### config.mk
export PLATFORM = sky130hd
export DESIGN_NAME = dmi_crc_tx_seq_flat
export DESIGN_NICKNAME = d
export VERILOG_FILES = /design/src/rtl/dmi_crc_tx_seq_pkg.sv /design/src/rtl/dmi_crc_tx_seq_if.sv /design/src/rtl/dmi_crc32_d16.sv /design/src/rtl/dmi_crc_tx_seq.sv /design/src/flat_wrapper.sv
export SDC_FILE = /design/constraint.sdc
export NUM_CORES = 1
export LEC_CHECK = 0
export CORE_ASPECT_RATIO = 1.25
export CORE_MARGIN = 5
export CORE_UTILIZATION = 45
export DETAILED_ROUTE_END_ITERATION = 10
export HOLD_SLACK_MARGIN = 0.08
export PLACE_DENSITY = 0.72
export SKIP_CTS_REPAIR_TIMING = 1
export SYNTH_ARGS = -nofsm -noshare
export SYNTH_HDL_FRONTEND = slang
export SYNTH_SLANG_ARGS = --single-unit
### constraint.sdc
create_clock -name i_clk -period 9.7 [get_ports i_clk]
set_input_delay 0.97 -clock i_clk [delete_from_list [all_inputs] [get_ports i_clk]]
set_output_delay 0.97 -clock i_clk [all_outputs]
set_load 0.005 [all_outputs]
### src/rtl/dmi_crc_tx_seq_pkg.sv
// -----------------------------------------------------------------------------
// dmi_crc_pkg
// Shared definitions for the CRC-32 transmit sequencer: FSM state encoding,
// CRC constants, default minimum payload length and a bit-reverse helper.
// Optional build macro used by the sequencer: DMI_CRC_PAD_EN.
// -----------------------------------------------------------------------------
package dmi_crc_pkg;

  typedef enum logic [2:0] {
    ST_IDLE = 3'd0,
    ST_DATA = 3'd1,
    ST_PAD  = 3'd2,
    ST_FCS0 = 3'd3,
    ST_FCS1 = 3'd4
  } state_e;

  localparam logic [31:0] CRC_INIT      = 32'hFFFF_FFFF;
  localparam logic [31:0] CRC_POLY      = 32'h04C1_1DB7;
  localparam int          MIN_WORDS_DEF = 30;

  // Mirror a 32-bit word end for end (bit 0 <-> bit 31).
  function automatic logic [31:0] bitrev32(input logic [31:0] v);
    logic [31:0] r;
    r = 32'h0000_0000;
    for (int i = 0; i < 32; i++) begin
      r[i] = v[31-i];
    end
    return r;
  endfunction

endpackage

### src/rtl/dmi_crc_tx_seq_if.sv
// -----------------------------------------------------------------------------
// dmi_crc_tx_seq_if
// Upstream and downstream word streams of the CRC transmit sequencer.
//   i_data/i_valid/i_last/o_ready  : upstream words (i_data[15:8] first on wire)
//   o_data/o_valid/o_last/i_out_ready : downstream words with FCS appended
// slave  : seen from the sequencer
// master : seen from the environment driving the sequencer
// -----------------------------------------------------------------------------
interface dmi_crc_tx_seq_if;
  logic [15:0] i_data;
  logic        i_valid;
  logic        i_last;
  logic        o_ready;
  logic [15:0] o_data;
  logic        o_valid;
  logic        o_last;
  logic        i_out_ready;

  modport slave (
    input  i_data, i_valid, i_last, i_out_ready,
    output o_ready, o_data, o_valid, o_last
  );

  modport master (
    output i_data, i_valid, i_last, i_out_ready,
    input  o_ready, o_data, o_valid, o_last
  );
endinterface

### src/rtl/dmi_crc32_d16.sv
// -----------------------------------------------------------------------------
// dmi_crc32_d16
// Combinational next-state of the IEEE 802.3 CRC-32 for one 16-bit word.
// The high byte goes first; each byte is consumed LSB first (bit reflected)
// through an MSB-first shift register with polynomial CRC_POLY.
//   crc_i  : current CRC register
//   data_i : 16-bit data word
//   crc_o  : CRC register after absorbing data_i
// -----------------------------------------------------------------------------
module dmi_crc32_d16
  import dmi_crc_pkg::*;
(
  input  logic [31:0] crc_i,
  input  logic [15:0] data_i,
  output logic [31:0] crc_o
);

  // Bit-serial CRC unrolled over both bytes of the word.
  always_comb begin
    logic [31:0] c_v;
    logic [7:0]  byte_v;
    logic        fb_v;
    c_v    = crc_i;
    byte_v = 8'h00;
    fb_v   = 1'b0;
    for (int b = 0; b < 2; b++) begin
      byte_v = (b == 0) ? data_i[15:8] : data_i[7:0];
      for (int k = 0; k < 8; k++) begin
        fb_v = c_v[31] ^ byte_v[k];
        c_v  = {c_v[30:0], 1'b0} ^ (fb_v ? CRC_POLY : 32'h0000_0000);
      end
    end
    crc_o = c_v;
  end

endmodule

### src/rtl/dmi_crc_tx_seq.sv
// -----------------------------------------------------------------------------
// dmi_crc_tx_seq
// Forwards 16-bit frame words through one output register stage and appends
// the IEEE 802.3 FCS (two words, second one flagged last). Optionally pads
// short frames with zero words up to MIN_WORDS payload words.
// Build macro: DMI_CRC_PAD_EN -- when defined, PAD state and MIN_WORDS are live.
// Ports:
//   i_clk       : clock, rising edge
//   i_rst       : asynchronous active-high reset
//   i_abort     : synchronous abort, drops the current frame
//   o_frame_cnt : completed-frame counter (wraps)
//   bus         : upstream/downstream word streams (slave modport)
// -----------------------------------------------------------------------------
module dmi_crc_tx_seq
  import dmi_crc_pkg::*;
#(
  parameter int MIN_WORDS = MIN_WORDS_DEF
) (
  input  logic               i_clk,
  input  logic               i_rst,
  input  logic               i_abort,
  output logic [15:0]        o_frame_cnt,
  dmi_crc_tx_seq_if.slave    bus
);

`ifdef DMI_CRC_PAD_EN
  localparam logic PAD_EN = 1'b1;
`else
  localparam logic PAD_EN = 1'b0;
`endif
  localparam logic [15:0] MIN_W16 = 16'(MIN_WORDS);

  state_e      state_q, state_d;
  logic [31:0] crc_q, crc_d;
  logic [15:0] cnt_q, cnt_d;
  logic [15:0] data_q, data_d;
  logic        valid_q, valid_d;
  logic        last_q, last_d;
  logic [15:0] frame_cnt_q, frame_cnt_d;

  logic        out_free_s;
  logic        in_ready_s;
  logic        accept_s;
  logic        go_pad_s;
  logic [15:0] cnt_inc_s;
  logic [15:0] crc_din_s;
  logic [31:0] crc_next_s;
  logic [31:0] fcs_r_s;

  assign out_free_s = !valid_q || bus.i_out_ready;
  assign in_ready_s = ((state_q == ST_IDLE) || (state_q == ST_DATA)) && out_free_s;
  // abort wins over any upstream transfer in the same cycle
  assign accept_s   = bus.i_valid && in_ready_s && !i_abort;
  // saturating so a huge frame never looks short again
  assign cnt_inc_s  = (cnt_q == 16'hFFFF) ? cnt_q : (cnt_q + 16'd1);
  assign go_pad_s   = PAD_EN && (cnt_inc_s < MIN_W16);
  assign crc_din_s  = (state_q == ST_PAD) ? 16'h0000 : bus.i_data;
  assign fcs_r_s    = bitrev32(~crc_q);

  dmi_crc32_d16 u_crc (
    .crc_i  (crc_q),
    .data_i (crc_din_s),
    .crc_o  (crc_next_s)
  );

  // Next-state and output-register logic of the sequencer FSM.
  always_comb begin
    state_d     = state_q;
    crc_d       = crc_q;
    cnt_d       = cnt_q;
    data_d      = data_q;
    valid_d     = valid_q;
    last_d      = last_q;
    frame_cnt_d = frame_cnt_q;

    // held word leaves when downstream takes it; branches below may reload
    if (out_free_s) begin
      valid_d = 1'b0;
      last_d  = 1'b0;
    end else begin
      valid_d = valid_q;
      last_d  = last_q;
    end

    // only the FCS1 word carries last, so its transfer closes a frame
    if (valid_q && last_q && bus.i_out_ready) begin
      frame_cnt_d = frame_cnt_q + 16'd1;
    end else begin
      frame_cnt_d = frame_cnt_q;
    end

    case (state_q)
      ST_IDLE: begin
        if (accept_s) begin
          data_d  = bus.i_data;
          valid_d = 1'b1;
          crc_d   = crc_next_s;
          cnt_d   = 16'd1;
          state_d = bus.i_last ? (go_pad_s ? ST_PAD : ST_FCS0) : ST_DATA;
        end else begin
          state_d = ST_IDLE;
        end
      end
      ST_DATA: begin
        if (accept_s) begin
          data_d  = bus.i_data;
          valid_d = 1'b1;
          crc_d   = crc_next_s;
          cnt_d   = cnt_inc_s;
          state_d = bus.i_last ? (go_pad_s ? ST_PAD : ST_FCS0) : ST_DATA;
        end else begin
          state_d = ST_DATA;
        end
      end
`ifdef DMI_CRC_PAD_EN
      ST_PAD: begin
        if (out_free_s) begin
          data_d  = 16'h0000;
          valid_d = 1'b1;
          crc_d   = crc_next_s;
          cnt_d   = cnt_inc_s;
          state_d = (cnt_inc_s >= MIN_W16) ? ST_FCS0 : ST_PAD;
        end else begin
          state_d = ST_PAD;
        end
      end
`endif
      ST_FCS0: begin
        if (out_free_s) begin
          data_d  = {fcs_r_s[7:0], fcs_r_s[15:8]};
          valid_d = 1'b1;
          state_d = ST_FCS1;
        end else begin
          state_d = ST_FCS0;
        end
      end
      ST_FCS1: begin
        if (out_free_s) begin
          data_d  = {fcs_r_s[23:16], fcs_r_s[31:24]};
          valid_d = 1'b1;
          last_d  = 1'b1;
          cnt_d   = 16'd0;
          crc_d   = CRC_INIT;
          state_d = ST_IDLE;
        end else begin
          state_d = ST_FCS1;
        end
      end
      default: begin
        state_d = ST_IDLE;
        cnt_d   = 16'd0;
        crc_d   = CRC_INIT;
      end
    endcase

    if (i_abort) begin
      state_d     = ST_IDLE;
      valid_d     = 1'b0;
      last_d      = 1'b0;
      data_d      = 16'h0000;
      cnt_d       = 16'd0;
      crc_d       = CRC_INIT;
      frame_cnt_d = frame_cnt_q;
    end else begin
      state_d = state_d;
    end
  end

  // State, CRC and output registers.
  always_ff @(posedge i_clk or posedge i_rst) begin
    if (i_rst) begin
      state_q     <= ST_IDLE;
      crc_q       <= CRC_INIT;
      cnt_q       <= 16'd0;
      data_q      <= 16'h0000;
      valid_q     <= 1'b0;
      last_q      <= 1'b0;
      frame_cnt_q <= 16'd0;
    end else begin
      state_q     <= state_d;
      crc_q       <= crc_d;
      cnt_q       <= cnt_d;
      data_q      <= data_d;
      valid_q     <= valid_d;
      last_q      <= last_d;
      frame_cnt_q <= frame_cnt_d;
    end
  end

  assign bus.o_ready  = in_ready_s;
  assign bus.o_data   = data_q;
  assign bus.o_valid  = valid_q;
  assign bus.o_last   = last_q;
  assign o_frame_cnt  = frame_cnt_q;

endmodule

### src/flat_wrapper.sv
// flat-port wrapper written by rule: the top's interface ports become plain ports
module dmi_crc_tx_seq_flat import dmi_crc_pkg::*;
#(
  parameter int MIN_WORDS = MIN_WORDS_DEF
)
  (i_clk, i_rst, i_abort, o_frame_cnt, bus_i_data, bus_i_valid, bus_i_last, bus_i_out_ready, bus_o_ready, bus_o_data, bus_o_valid, bus_o_last);
  dmi_crc_tx_seq_if bus_i ();
  input  logic i_clk;
  input  logic i_rst;
  input  logic i_abort;
  output logic [15:0] o_frame_cnt;
  input wire logic [$bits(bus_i.i_data)-1:0] bus_i_data;
  input wire logic [$bits(bus_i.i_valid)-1:0] bus_i_valid;
  input wire logic [$bits(bus_i.i_last)-1:0] bus_i_last;
  input wire logic [$bits(bus_i.i_out_ready)-1:0] bus_i_out_ready;
  output wire logic [$bits(bus_i.o_ready)-1:0] bus_o_ready;
  output wire logic [$bits(bus_i.o_data)-1:0] bus_o_data;
  output wire logic [$bits(bus_i.o_valid)-1:0] bus_o_valid;
  output wire logic [$bits(bus_i.o_last)-1:0] bus_o_last;
  assign bus_i.i_data = bus_i_data;
  assign bus_i.i_valid = bus_i_valid;
  assign bus_i.i_last = bus_i_last;
  assign bus_i.i_out_ready = bus_i_out_ready;
  assign bus_o_ready = bus_i.o_ready;
  assign bus_o_data = bus_i.o_data;
  assign bus_o_valid = bus_i.o_valid;
  assign bus_o_last = bus_i.o_last;
  dmi_crc_tx_seq #(.MIN_WORDS(MIN_WORDS)) u_core (.i_clk(i_clk), .i_rst(i_rst), .i_abort(i_abort), .o_frame_cnt(o_frame_cnt), .bus(bus_i));
endmodule
==> metrics.csv <==
stage,metric,value,unit
detailed_routing,via density per instance,5.39,
grt,Global Route Usage Sum,0.194,
cts,CTS tree,yes,
timing,Slew @ Worst Pin,988,ps
grt,grt ovf,0,
worst_hold_path,Min-Delay Path Class,register to register,
worst_setup_path,CP Data Arrival Time,4410,ps
worst_setup_path,Worst path max stage delay,860,ps
layout,# diodes,0,
outcome,status,completed,
cts,CTS Buffer Depth,2,
floorplan,Die H,122,um
detailed_routing,Pre-Repair DR Iteration Count,4,
yosys,post-synth cell types,42,
timing,setup ws final,5550,ps
place,placed wire-length estimate,7980,um
detailed_routing,total wire length,11300,um
floorplan,die footprint,12200,um2
cts,clock root buffer,clkbuf_16,
yosys,Post-Syn Instances,453,
flow_run,Max-Cap Viols,0,
power_and_ir_drop,Design Power,2.49,mW
layout,Nets,524,
worst_hold_path,Min-Delay Path Depth,2,
worst_setup_path,CP max-delay cell,xnor2_1,
power_and_ir_drop,Power Dens Cells,453,nW/um2
floorplan,initial core utilization,0.453,
yosys,"Net Count, Synth",476,
cts,"Clk Latency, worst-skew pair",340,ps
detailed_routing,via count,3425,
detailed_routing,WL per Instance,17.8,um
timing,post-route setup TNS,0,ps
floorplan,IO Pins,57,
layout,cell area after layout,5500,um2
place,# port buffers,56,
cts,H-tree Lvls,3,
timing,Max Fclk,0.241,GHz
timing,fin crit share,0.428,
floorplan,Core Box Area,10000,um2
yosys,Synth top area share,0.204,
yosys,sequential area share after synthesis,0.390,
detailed_routing,# DRC,0,
worst_setup_path,CP endpoint kind,register,
yosys,synthesized area,4530,um2
worst_setup_path,Worst Path Max Fanout,5,
worst_setup_path,CP cell instances,"clkdlybuf4s50_1, nor2b_1, a211oi_4, xnor2_1, xnor2_2, xnor2_2, xor2_2, xnor2_2, xnor2_1, a21oi_1",
timing,max_slew headroom,0.337,
floorplan,# rows,41,
timing,skew final,9.55,ps
worst_setup_path,CP dominant cell by count,xnor2_2,
cts,clock tree sinks,69,
cts,Num CTS Buffers,9,
power_and_ir_drop,peak supply drop,204,uV
timing,min Tclk post-route,4150,ps
worst_setup_path,startpoint types,input port,
power_and_ir_drop,P_leak,2.08,nW
timing,max-slew violation count,0,
yosys,Syn Area/Cell,10.0,um2
detailed_routing,1st-iter DRT viols,136,
grt,vias in the first global route,3430,
yosys,YS warnings,0,
floorplan,die width,99.8,um
timing,Setup Viol. Count Final,0,
yosys,Yosys reg bits,69,
cts,Clock transition at path regs,60,ps
yosys,dominant cell type by area after synthesis,dfrtp_1,
grt,global-route wire length before repair,18200,um
worst_setup_path,worst-case reg-to-reg path depth,9,
grt,initial antenna violation count,0,
place,dpl cell area,5180,um2
layout,layout cell share with drive strength beyond 1,0.150,
place,routability cong.,0.871,
detailed_routing,"antenna viol nets, final",0,
worst_setup_path,Worst Path Required,9960,ps
grt,pin count of the biggest net entering global routing,70,
timing,RSZ-0062 raised after global routing,no,
place,Setup WS pre-CTS,5260,ps
worst_setup_path,crit path kind,input port to register,
yosys,Synth area leaders,"dfrtp_1 20%, xnor2_1 19%, dfstp_2 19%",
layout,Area Growth Syn to Fin,21.2,%
timing,Final Hold Viols,0,
## cells by family after synthesis
logic type / Yosys count / synth area share
compound gates: 90 / 0.121
xor+xnor: 156 / 0.344
flops: 69 / 0.390
fa+ha+maj: 1 / 0.00276
simple gates: 110 / 0.111
buf+inv: 25 / 0.0268
mux: 2 / 0.00469
## state kept, by name, summed over array words and instances (netlist names)
register	flops
u_core.crc_q	32
u_core.bus.o_valid	1
u_core.o_frame_cnt	16
u_core.state_q	3
u_core.bus.o_data	16
u_core.bus.o_last	1
## synthesized netlist by cell type, drive strengths merged
library cell    n
a2111oi         1
a211oi          2
a21oi          49
a31oi           2
and2            1
and3            3
and4b           1
and4bb          2
buf             5
clkbuf         18
dfrtp          37
dfstp          32
ha              1
inv             2
mux2            1
mux2i           1
nand2          39
nand2b          2
nand3           4
nand3b          2
nand4           3
nor2           42
nor2b           6
nor3            2
o21ai           1
o22a            3
o22ai          16
o31ai          16
or2             1
or3             1
or3b            1
xnor2         107
xnor3           2
xor2           46
xor3            1
## layer usage
layer	up-vias	share of wire	GRT usage	wire length (um)
li1	1608	-	-	-
met1	1689	0.42	0.234	4730
met2	103	0.50	0.328	5660
met3	25	0.046	0.0381	515
met4	0	0.035	0.0999	397
met5	-	0	0	0
## power by group
part | internal (mW) | total [mW] | leakage (nW) | switching [mW]
logic | 0.826 | 1.73 | 1.09 | 0.900
registers | 0.369 | 0.411 | 0.836 | 0.0427
clock network | 0.231 | 0.354 | 0.150 | 0.123
total | 1.43 | 2.49 | 2.08 | 1.07
## critical path: cells and delay by family
kind                   cells  cell delay [ps]
AND/OR/NAND/NOR            1              240
XOR/XNOR                   6             2360
buffers and inverters      1              520
AO/OA/AOI/OAI              2              310
## layout by cell type, fill, tap and decap left out, drive strengths merged, types with 3 or more instances in the layout
master	instances
a21oi	49
and3	3
buf	4
clkbuf	12
clkdlybuf4s50	56
dfrtp	37
dfstp	32
nand2	39
nand3	4
nand4	3
nor2	42
nor2b	6
o22a	3
o22ai	16
o31ai	16
xnor2	107
xor2	46
## path summary, 6_finish.rpt
| path | slack, ps | start | to |
|---|---|---|---|
| max | 5550 | bus_i_data[11] | u_core.crc_q[5] |
| min | 480 | u_core.bus.o_data[2] | u_core.bus.o_data[2] |
| max reg2reg | 5650 | u_core.state_q[1] | u_core.crc_q[5] |
| min reg2reg | 480 | u_core.bus.o_data[2] | u_core.bus.o_data[2] |
| max in group asynchronous | 7880 | i_rst | u_core.state_q[1] |
| min in group asynchronous | 1220 | i_rst | u_core.bus.o_data[14] |
## stage by stage
stage	util	hold WS, ps	cells
after floorplan	-	468	453
after global placement	0.518	462	619
after detailed placement	0.518	466	619
after CTS	0.549	478	635
after global routing	0.549	502	635
final	0.549	475	635
## final cells by class
| class | count | area [um2] |
|---|---|---|
| fillers | 902 | 4510 |
| repair buffers | 60 | 591 |
| clock inverters | 4 | 71.3 |
| well taps | 129 | 161 |
| flip-flops and latches | 69 | 1770 |
| clock buffers | 12 | 246 |
| multi-input cells | 359 | 2650 |
| inverters | 2 | 7.51 |
Power figures use the tool's default switching activity.
